--- src/rtl/cordic_iter_stage.sv ---
// cordic_iter_stage: one rotation-mode CORDIC micro-rotation with 2-entry skid.
// Optional round-half-up of the shifted terms: define CORDIC_ROUND_EN.
module cordic_iter_stage #(
  parameter int                             WORD_LENGTH = 21,
  parameter int                             SHIFT       = 0,
  parameter logic signed [WORD_LENGTH-1:0]  ATAN_ANGLE  = '0
) (
  input  logic                   clk,
  input  logic                   rst,
  input  logic                   in_valid,
  output logic                   in_ready,
  input  logic [WORD_LENGTH-1:0] x_i,
  input  logic [WORD_LENGTH-1:0] y_i,
  input  logic [WORD_LENGTH-1:0] z_i,
  output logic                   out_valid,
  input  logic                   out_ready,
  output logic [WORD_LENGTH-1:0] x_o,
  output logic [WORD_LENGTH-1:0] y_o,
  output logic [WORD_LENGTH-1:0] z_o
);

  localparam int W = WORD_LENGTH;

  typedef struct packed {
    logic [W-1:0] x;
    logic [W-1:0] y;
    logic [W-1:0] z;
  } beat_t;

  logic signed [W-1:0] xin;
  logic signed [W-1:0] yin;
  logic signed [W-1:0] xs;
  logic signed [W-1:0] ys;
  logic                dneg;
  beat_t               nxt;

  assign xin  = $signed(x_i);
  assign yin  = $signed(y_i);
  assign dneg = z_i[W-1];

`ifdef CORDIC_ROUND_EN
  generate
    if (SHIFT > 0) begin : g_round
      localparam logic signed [W:0] HALF =
        (W+1)'(1) <<< (SHIFT - 1);
      logic signed [W:0] xr;
      logic signed [W:0] yr;
      assign xr = {xin[W-1], xin} + HALF;
      assign yr = {yin[W-1], yin} + HALF;
      assign xs = W'(xr >>> SHIFT);
      assign ys = W'(yr >>> SHIFT);
    end else begin : g_noround
      assign xs = xin;
      assign ys = yin;
    end
  endgenerate
`else
  assign xs = xin >>> SHIFT;
  assign ys = yin >>> SHIFT;
`endif

  always_comb begin
    nxt   = '0;
    nxt.x = dneg ? x_i + ys : x_i - ys;
    nxt.y = dneg ? y_i - xs : y_i + xs;
    nxt.z = dneg ? z_i + ATAN_ANGLE : z_i - ATAN_ANGLE;
  end

  beat_t out_q, out_n;
  beat_t sk_q, sk_n;
  logic  ov_q, ov_n;
  logic  sv_q, sv_n;
  logic  rdy_q;
  logic  acc;
  logic  free;

  assign acc  = in_valid && rdy_q;
  assign free = !ov_q || out_ready;

  // skid only ever fills while the output is stalled, so it drains first
  always_comb begin
    out_n = out_q;
    ov_n  = ov_q;
    sk_n  = sk_q;
    sv_n  = sv_q;
    unique case (1'b1)
      free && sv_q: begin
        out_n = sk_q;
        ov_n  = 1'b1;
        sv_n  = 1'b0;
      end
      free && !sv_q && acc: begin
        out_n = nxt;
        ov_n  = 1'b1;
      end
      free && !sv_q && !acc: begin
        ov_n = 1'b0;
      end
      !free && acc: begin
        sk_n = nxt;
        sv_n = 1'b1;
      end
      default: begin
      end
    endcase
  end

  always_ff @(posedge clk or posedge rst) begin
    if (rst) begin
      out_q <= '0;
      sk_q  <= '0;
      ov_q  <= 1'b0;
      sv_q  <= 1'b0;
      rdy_q <= 1'b1;
    end else begin
      out_q <= out_n;
      sk_q  <= sk_n;
      ov_q  <= ov_n;
      sv_q  <= sv_n;
      rdy_q <= !sv_n;
    end
  end

  assign in_ready  = rdy_q;
  assign out_valid = ov_q;
  assign x_o       = out_q.x;
  assign y_o       = out_q.y;
  assign z_o       = out_q.z;

endmodule

--- config.mk ---
export PLATFORM = sky130hd
export DESIGN_NAME = cordic_iter_stage
export DESIGN_NICKNAME = d
export VERILOG_FILES = /design/src/rtl/cordic_iter_stage.sv
export SDC_FILE = /design/constraint.sdc
export NUM_CORES = 1
export LEC_CHECK = 0
export CAP_MARGIN = 20
export CORE_MARGIN = 3
export CORE_UTILIZATION = 50
export CTS_BUF_LIST = sky130_fd_sc_hd__clkbuf_16
export CTS_CLUSTER_DIAMETER = 120
export DETAILED_ROUTE_END_ITERATION = 7
export GPL_TIMING_DRIVEN = 1
export PLACE_DENSITY = 0.84
export SLEW_MARGIN = 20
export SYNTH_ARGS = -nofsm -noshare
export SYNTH_HDL_FRONTEND = slang
export SYNTH_SLANG_ARGS = --single-unit
--- constraint.sdc ---
create_clock -name clk -period 4.3 [get_ports clk]
set_input_delay 0.86 -clock clk [delete_from_list [all_inputs] [get_ports clk]]
set_output_delay 0.86 -clock clk [all_outputs]
set_load 0.01 [all_outputs]
# Yosys cells after proc, flatten, opt, wreduce, memory -nomap -nowiden
# Cells that the tools add are included.
# word_totals
regBits	129
latch_bits	0
ramBits	0
mem_bits_ro	0
inputBits	67
out_inout_bits	65
elab_cells	32
n_memories	0
# classes
add_sub_neg	3
mul	0
n_div	0
n_lt_le_gt_ge	0
n_eq_ne	0
n_shift	0
muxes	5
bitwise_logic	0
n_reduce_logical	15
# ops
cell	count
one-hot mux 63 bit (2 select lines)	1
2-to-1 mux 21 bit	2
subtractor 21 bit	2
adder 21 bit	1
logical AND 1 bit	6
logical NOT 1 bit	5
one-hot mux 1 bit (2 select lines)	2
nonzero test 2 bit	2
OR reduction 2 bit	1
logical OR 1 bit	1

# Logic depth before layout (Yosys ltp)
# Gate-level depths: netlist of the first run.
# depth
depth_word	6
ltp_mapped	12
ltp_nobuf	12

# Least setup slack after synthesis of the first run
# OpenSTA, ideal clock, no wires.
# synth_path
kind	in2reg
startpoint	input port x_i[7]
endpoint	register out_q (netlist bit x_o[20])
setup_time_ns	0.094
t_arrival_ns	3.241
t_required_ns	4.206
setup_slack_ns	0.965
cell_stages	12
n_path_buf	1
path_cell_list	inv_1 ha_1 buf_2 a21o_1 a22o_1 o311ai_1 a31oi_1 o41a_1 a2111oi_0 a21oi_1 xnor2_1 a211oi_1
# synth_via
elab_chain_cells	3
elab_cells_between_ends	4
cone_classes	add/sub: 2; mux: 2
# synth_lines
element	line	source
start: declaration	12	input logic [WORD_LENGTH-1:0] x_i,
subtractor 21 bit or adder 21 bit (tied branches)	64	nxt.x = dneg ? x_i + ys : x_i - ys;
2-to-1 mux 21 bit (*)	64	
one-hot mux 63 bit (2 select lines) (*)	86	unique case (1'b1)
end signal: assignment	116	out_q <= out_n;
end: declaration	69	beat_t out_q, out_n;
# Every way passes the cells marked *; elsewhere a longest branch is shown, timed or not.
# A chain may end at the register's enable or synchronous reset.

# Final worst setup path of the first run
# layout_path
startpoint	input port x_i[2]
endpoint	register out_q (netlist bit x_o[20])
# Same word-level chain as after synthesis.

==> flow_metrics.py, run 1 <==
metrics = {
    "outcome": {
        "status": "completed",
    },
    "setup_path": {
        "worstPathCellList": "clkdlybuf4s50_1 -> inv_1 -> ha_1 -> nand3b_1 -> a211oi_1 -> o311ai_1 -> a31oi_1 -> o41a_1 -> a2111oi_0 -> a21oi_1 -> xnor2_1 -> a211oi_1",
        "ff2ff_path_depth": 5,
        "cp_max_fo": 9,
        "critPathRequiredTime_ns": 4.61,
        "cpMostUsedCell": "a211oi_1",
        "r2r_setup_slack_ns": 2.23,
        "slowest_delay_ns": 0.51,
        "cp_slowest_cell": "clkdlybuf4s50_1",
        "critPathLaunchType": "input pin",
        "r2r_start": "out_valid",
        "reg2reg_to": "z_o[6]",
        "startpoint": "x_i[2]",
        "endpoint": "x_o[20]",
        "critPathCaptureType": "register",
        "critPathArrivalTime_ns": 4.10,
        "crit_type": "in2reg",
    },
    "hold_path": {
        "hp-class": "reg2reg",
        "hold_path_depth": 1,
    },
    "yosys": {
        "async_flop_share_pct": 100.0,
        "synth_flop_cell": "dfrtp_1",
        "synth_fp_nets": 1094,
        "synth_edf_count": 0,
        "synth.ff_latch_count": 127,
        "synth.lib_cells_used.distinct": 66,
        "synth.yosys.seq_area_share_pct": 38.51,
        "ys_warn_count": 0,
        "syn_area_um2": 8257,
        "synth_area_per_cell_um2": 8.637,
        "netlist_instances": 956,
    },
    "power_and_ir_drop": {
        "power_density_nw_per_um2": 465.1,
        "p_leak_nw": 4.639,
        "p_total_w": 0.004822,
        "ir_drop_v": 0.0002313,
    },
    "cts": {
        "clk_latency_ns": 0.41,
        "cts.sinks": 127,
        "ctsResizeCount": 0,
        "htree_levels": 4,
        "cts_buffer_depth": 2,
        "post-cts-setup-buffers": 0,
        "clock_tree.root_cell": "clkbuf_16",
        "postCtsHoldBufs": 0,
        "cts_tree": "built",
        "clkTransAtPathRegs_ns": 0.05,
        "cts_made_buffers": 17,
    },
    "die": {
        "std_cell_rows": 46,
        "fp.dieArea_um2": 18090,
        "die-height_um": 134.5,
        "core-area_um2": 16000,
        "io_pins": 132,
        "die_w_um": 134.5,
        "initial_utilization_pct": 51.60,
    },
    "route": {
        "wl_um": 21090,
        "drt-pass1-iter-count": 7,
        "viasPerCell": 5.512,
        "drt-wirelength-per-cell_um": 16.21,
        "drt-initial-drc-count": 527,
        "antenna_left": 0,
        "drc": 0,
        "vias": 7171,
    },
    "cells_and_area": {
        "syn_to_final_growth_pct": 25.56,
        "fillers": 1374,
        "n_antenna_cell": 0,
        "layout.nets": 1211,
        "final_layout_size_suffix_gt1_share_pct": 9.217,
    },
    "grt": {
        "grt_max_degree": 80,
        "grt_pass1_vias": 6999,
        "grt_use_total_pct": 23.64,
        "grt_pass1_wl_um": 34970,
        "gr-total-overflow": 0,
        "antenna_found_initial": 0,
    },
    "sta": {
        "fmax_ghz": 0.2638,
        "hold_viol_final": 0,
        "period_share_pct": 88.16,
        "setup_tns_ns": 0,
        "rsz0062_at_grt": "false",
        "finalSetupViolCount": 0,
        "drv_slew": 0,
        "relSlewSlack_pct": 48.50,
        "finClkSkew_ns": 0.007334,
        "worstMarginPinSlew_ns": 0.7725,
        "period_needed_ns": 3.791,
    },
    "place": {
        "gp_congestion": 0.9157,
        "io_buffers": 131,
        "dp_hpwl_um": 15580,
    },
    "run": {
        "drv_cap": 0,
    },
}
-- cell usage in the layout, fill, tap and decap left out, types with 3 or more instances in the layout --
cell type	count
or3_1	3
nor2b_1	12
buf_4	26
nand3b_1	3
a211o_1	4
nor3_1	27
nor2_1	80
a221oi_1	4
nand4_1	3
o311ai_0	3
inv_1	69
clkdlybuf4s50_1	130
a311oi_1	3
o22ai_1	4
nand2b_1	4
fa_1	3
o211ai_1	3
a21o_1	12
a211oi_1	31
mux2_2	26
or2_2	3
xor2_1	7
nand2_1	127
clkinv_2	4
mux2i_1	6
clkbuf_16	17
o31ai_1	4
o21bai_1	9
clkinv_1	4
a31oi_1	24
dfrtp_1	126
nand3_1	4
o21ai_0	91
a21oi_1	61
xnor2_1	32
ha_1	68
-- flip-flops by register name (all words and copies together) (netlist names) --
register,count
in_ready,1
out_valid,1
sk_q,62
sv_q,1
x_o,21
y_o,20
z_o,21
-- report_power, final --
group / switching [W] / leakage [nW] / internal [W] / total (W)
clock network: 0.000476 / 0.267 / 0.000767 / 0.00124
logic: 0.000879 / 2.88 / 0.000865 / 0.00174
registers: 0.000234 / 1.49 / 0.00160 / 0.00184
-- metrics by stage --
step / utilization, % / hold slack (ns) / setup slack [ns] / area [um2] / std cells
floorplan: - / 0.4446 / 0.05737 / 8257 / 956
global placement: 61.59 / 0.4561 / 0.1367 / 9854 / 1270
detailed placement: 61.59 / 0.4658 / 0.1217 / 9854 / 1270
CTS: 64.80 / 0.4766 / 0.5341 / 10370 / 1301
global route: 64.80 / 0.4949 / 0.3011 / 10370 / 1301
finish: 64.80 / 0.4726 / 0.5091 / 10370 / 1301
-- per-layer routing --
layer / global-route usage [%] / wire (um) / part of all wire [%]
met2: 37.60 / 9775 / 46
met3: 3.875 / 1233 / 5.8
met4: 6.674 / 316 / 1.5
met5: 0 / 0 / 0
met1: 33.67 / 9769 / 46
-- worst max-delay path: cells and delay by family --
kind	cells	cell delay [ns]
xor+xnor	1	0.16
fa+ha+maj	1	0.43
simple gates	1	0.20
compound gates	7	1.88
buf+inv	2	0.57
-- synth_stat cells, types with 3 or more instances --
library cell / number / area (um2)
buf_1: 10 / 37.54
a211o_1: 4 / 35.03
a21o_1: 12 / 90.09
a31oi_1: 24 / 150.1
or2_2: 3 / 18.77
ha_1: 68 / 850.8
a21oi_1: 61 / 305.3
a211oi_1: 31 / 232.7
fa_1: 3 / 60.06
clkbuf_1: 43 / 161.4
o21bai_1: 9 / 67.56
nand4_1: 3 / 18.77
mux2_2: 26 / 292.8
dfrtp_1: 126 / 3153
o22ai_1: 4 / 25.02
nand3_1: 5 / 25.02
nor3_1: 28 / 140.1
inv_1: 66 / 247.7
or3_1: 3 / 18.77
o311ai_0: 3 / 26.28
xnor2_1: 32 / 280.3
a221oi_1: 4 / 35.03
o21ai_0: 91 / 455.4
mux2i_1: 6 / 60.06
o211ai_1: 3 / 22.52
xor2_1: 7 / 61.31
o31ai_1: 4 / 30.03
nand3b_1: 3 / 22.52
nor2b_1: 13 / 81.33
nor2_1: 81 / 304.0
a311oi_1: 3 / 26.28
nand2_1: 127 / 476.7
buf_2: 6 / 30.03
nand2b_1: 4 / 25.02
-- cell type report --
cell class / instances / area, um2 / share of cell area (%)
multi-input cells: 700 / 4606 / 44.42
well taps: 216 / 270.3 / 2.607
clock buffers: 17 / 425.4 / 4.103
inverters: 68 / 257.7 / 2.486
repair buffers: 159 / 1541 / 14.87
clock inverters: 14 / 87.58 / 0.8448
flip-flops and latches: 127 / 3179 / 30.67
-- cells by family after synthesis --
logic type	share of synthesized area (%)
buf+inv	6.046
compound gates	21.15
fa+ha+maj	11.03
mux	4.546
simple gates	14.58
flops	38.51
xor+xnor	4.137
-- worst min-delay path by stage --
| stage | start | end | slack (ns) |
|---|---|---|---|
| 2_1_floorplan | sk_q[23] | sk_q[23] | 0.44 |
| 3_3_place_gp | sk_q[46] | sk_q[46] | 0.46 |
| 3_5_place_dp | sk_q[23] | sk_q[23] | 0.47 |
| 4_1_cts | x_o[6] | x_o[6] | 0.48 |
| 5_1_grt | sk_q[43] | sk_q[43] | 0.49 |
| 6_report | x_o[6] | x_o[6] | 0.47 |
No activity file was read; power rests on OpenSTA's default activity.
==> run 2: changes to the inputs <==
RECOVER_POWER = 50   (was default)
==> run 2 against run 1 <==
The flow now finishes with violations (capacitance limit, slew limit). Power shrank 0.82%. Critical path type unchanged. Non-clock buffer count stayed put. Flip-flop and latch count unchanged. Clock skew is essentially flat. Critical endpoint unchanged. Clock power about the same. Register-to-register slack barely moved. Sequential share of layout area hardly changed. Largest power group unchanged.
==> flow_metrics.py, run 2 (same netlist as run 1, synthesis figures left out) <==
metrics = {
    "outcome": {
        "status": "complete, but fails checks",
        "violations": "capacitance limit, slew limit",
    },
    "sta": {
        "rsz0062_at_grt": "false",
        "hold_viol_final": 0,
        "setup_tns_ns": 0,
        "relSlewSlack_pct": -83.71,
        "holdWs_ns": 0.4722,
        "finClkSkew_ns": 0.007330,
        "finalSetupViolCount": 0,
        "drv_slew": 62,
        "period_share_pct": 88.03,
        "worstMarginPinSlew_ns": 2.741,
        "fmax_ghz": 0.2642,
        "period_needed_ns": 3.785,
    },
    "cts": {
        "cts_tree": "built",
        "clock_tree.root_cell": "clkbuf_16",
        "ctsResizeCount": 0,
        "cts.sinks": 127,
        "clkTransAtPathRegs_ns": 0.05,
        "post-cts-setup-buffers": 0,
        "cts_made_buffers": 17,
        "clk_latency_ns": 0.41,
        "postCtsHoldBufs": 0,
        "cts_buffer_depth": 2,
        "htree_levels": 4,
    },
    "power_and_ir_drop": {
        "ir_drop_v": 0.0002290,
        "p_seq_share_pct": 38.3,
        "p_leak_nw": 4.635,
        "power_switching_w": 0.001585,
        "clock_power_share_pct": 26.0,
        "p_int_w": 0.003198,
        "p_comb_share_pct": 35.7,
        "p_sw_share_pct": 33.14,
        "power_density_nw_per_um2": 461.4,
    },
    "route": {
        "antenna_left": 0,
        "drt-initial-drc-count": 515,
        "vias": 7182,
        "wl_um": 21070,
        "drt-pass1-iter-count": 5,
        "drc": 0,
        "viasPerCell": 5.520,
        "drt-wirelength-per-cell_um": 16.19,
    },
    "setup_path": {
        "critPathCaptureType": "register",
        "crit_type": "in2reg",
        "critPathArrivalTime_ns": 4.09,
        "critPathRequiredTime_ns": 4.61,
        "cp_max_fo": 9,
        "r2r_setup_slack_ns": 2.23,
        "critPathLaunchType": "input pin",
        "reg2reg_to": "z_o[6]",
        "r2r_start": "out_valid",
        "ff2ff_path_depth": 5,
    },
    "cells_and_area": {
        "n_antenna_cell": 0,
        "final_cell_count_no_fill": 1301,
        "largest_register": "sk_q",
        "syn_to_final_growth_pct": 25.55,
        "largest_reg_flops": 62,
        "final_cell_mix": "nand2_1, dfrtp_1, clkdlybuf4s50_1",
        "layout_commonest_cell": "nand2_1",
        "layout.nets": 1211,
        "final_core_util_pct": 64.79,
        "final_layout_size_suffix_gt1_share_pct": 9.217,
    },
    "die": {
        "initial_utilization_pct": 51.60,
        "die-height_um": 134.5,
        "fp.dieArea_um2": 18090,
        "die_w_um": 134.5,
        "core-area_um2": 16000,
        "std_cell_rows": 46,
        "io_pins": 132,
    },
    "grt": {
        "antenna_found_initial": 0,
        "grt_pass1_vias": 6999,
        "grt_use_total_pct": 23.64,
        "grt_pass1_wl_um": 34970,
        "grt_max_degree": 80,
        "gr-total-overflow": 0,
    },
    "hold_path": {
        "min_from": "x_o[1]",
        "hp-class": "reg2reg",
        "hold_path_depth": 2,
        "hold_end": "x_o[1]",
    },
    "place": {
        "gp_congestion": 0.9157,
        "place_inst": 1270,
        "dp_hpwl_um": 15580,
        "io_buffers": 131,
    },
    "run": {
        "drv_cap": 1,
    },
}
-- run 2: worst max-delay path, stage by stage --
cell and delay (ns):
clkdlybuf4s50_1 0.51, inv_1 0.06, ha_1 0.43, nand3b_1 0.20, a211oi_1 0.13, o311ai_1 0.40, a31oi_1 0.18, o41a_1 0.40
a2111oi_0 0.42, a21oi_1 0.10, xnor2_1 0.16, a211oi_1 0.26
-- run 2: metrics by stage --
| step | instance area, um2 | setup WS (ns) | power [W] |
|---|---|---|---|
| floorplan | 8257 | 0.05737 | 0.002756 |
| global placement | 9854 | 0.1367 | 0.003521 |
| detailed placement | 9854 | 0.1217 | 0.003588 |
| CTS | 10370 | 0.5341 | 0.004849 |
| global route | 10370 | 0.3011 | 0.005085 |
| finish | 10370 | 0.5146 | 0.004783 |
-- run 2: layout make-up --
class                           instances  area (um2)
Fill cell                            1375        5634
Inverter                               68       256.5
Timing Repair Buffer                  159        1541
Clock inverter                         14       87.58
Sequential cell                       127        3179
Tap cell                              216       270.3
Multi-Input combinational cell        700        4606
Clock buffer                           17       425.4
-- run 2: worst max path at each step --
stage	startpoint	end	slack [ns]
2_1_floorplan	rst	out_valid	0.06
3_3_place_gp	x_i[4]	x_o[20]	0.14
3_5_place_dp	x_i[2]	x_o[20]	0.12
4_1_cts	x_i[4]	x_o[20]	0.53
5_1_grt	x_i[4]	x_o[20]	0.30
6_report	x_i[2]	x_o[20]	0.51
-- run 2: power groups by stage --
stage,clock (W),combinational [W],sequential [W]
after floorplan,0,0.000857,0.00190
after global placement,0,0.00170,0.00183
after detailed placement,0,0.00174,0.00185
after CTS,0.00126,0.00175,0.00183
after global routing,0.00133,0.00188,0.00188
final,0.00124,0.00171,0.00183
-- run 2: routing by layer --
layer  global-route usage (%)  vias to the layer above  wire length [um]
met5                        0                        -                 0
met4                    6.674                        0               306
met3                    3.875                       24              1227
met2                    37.60                      244              9769
met1                    33.67                     3375              9765
li1                         -                     3539                 -
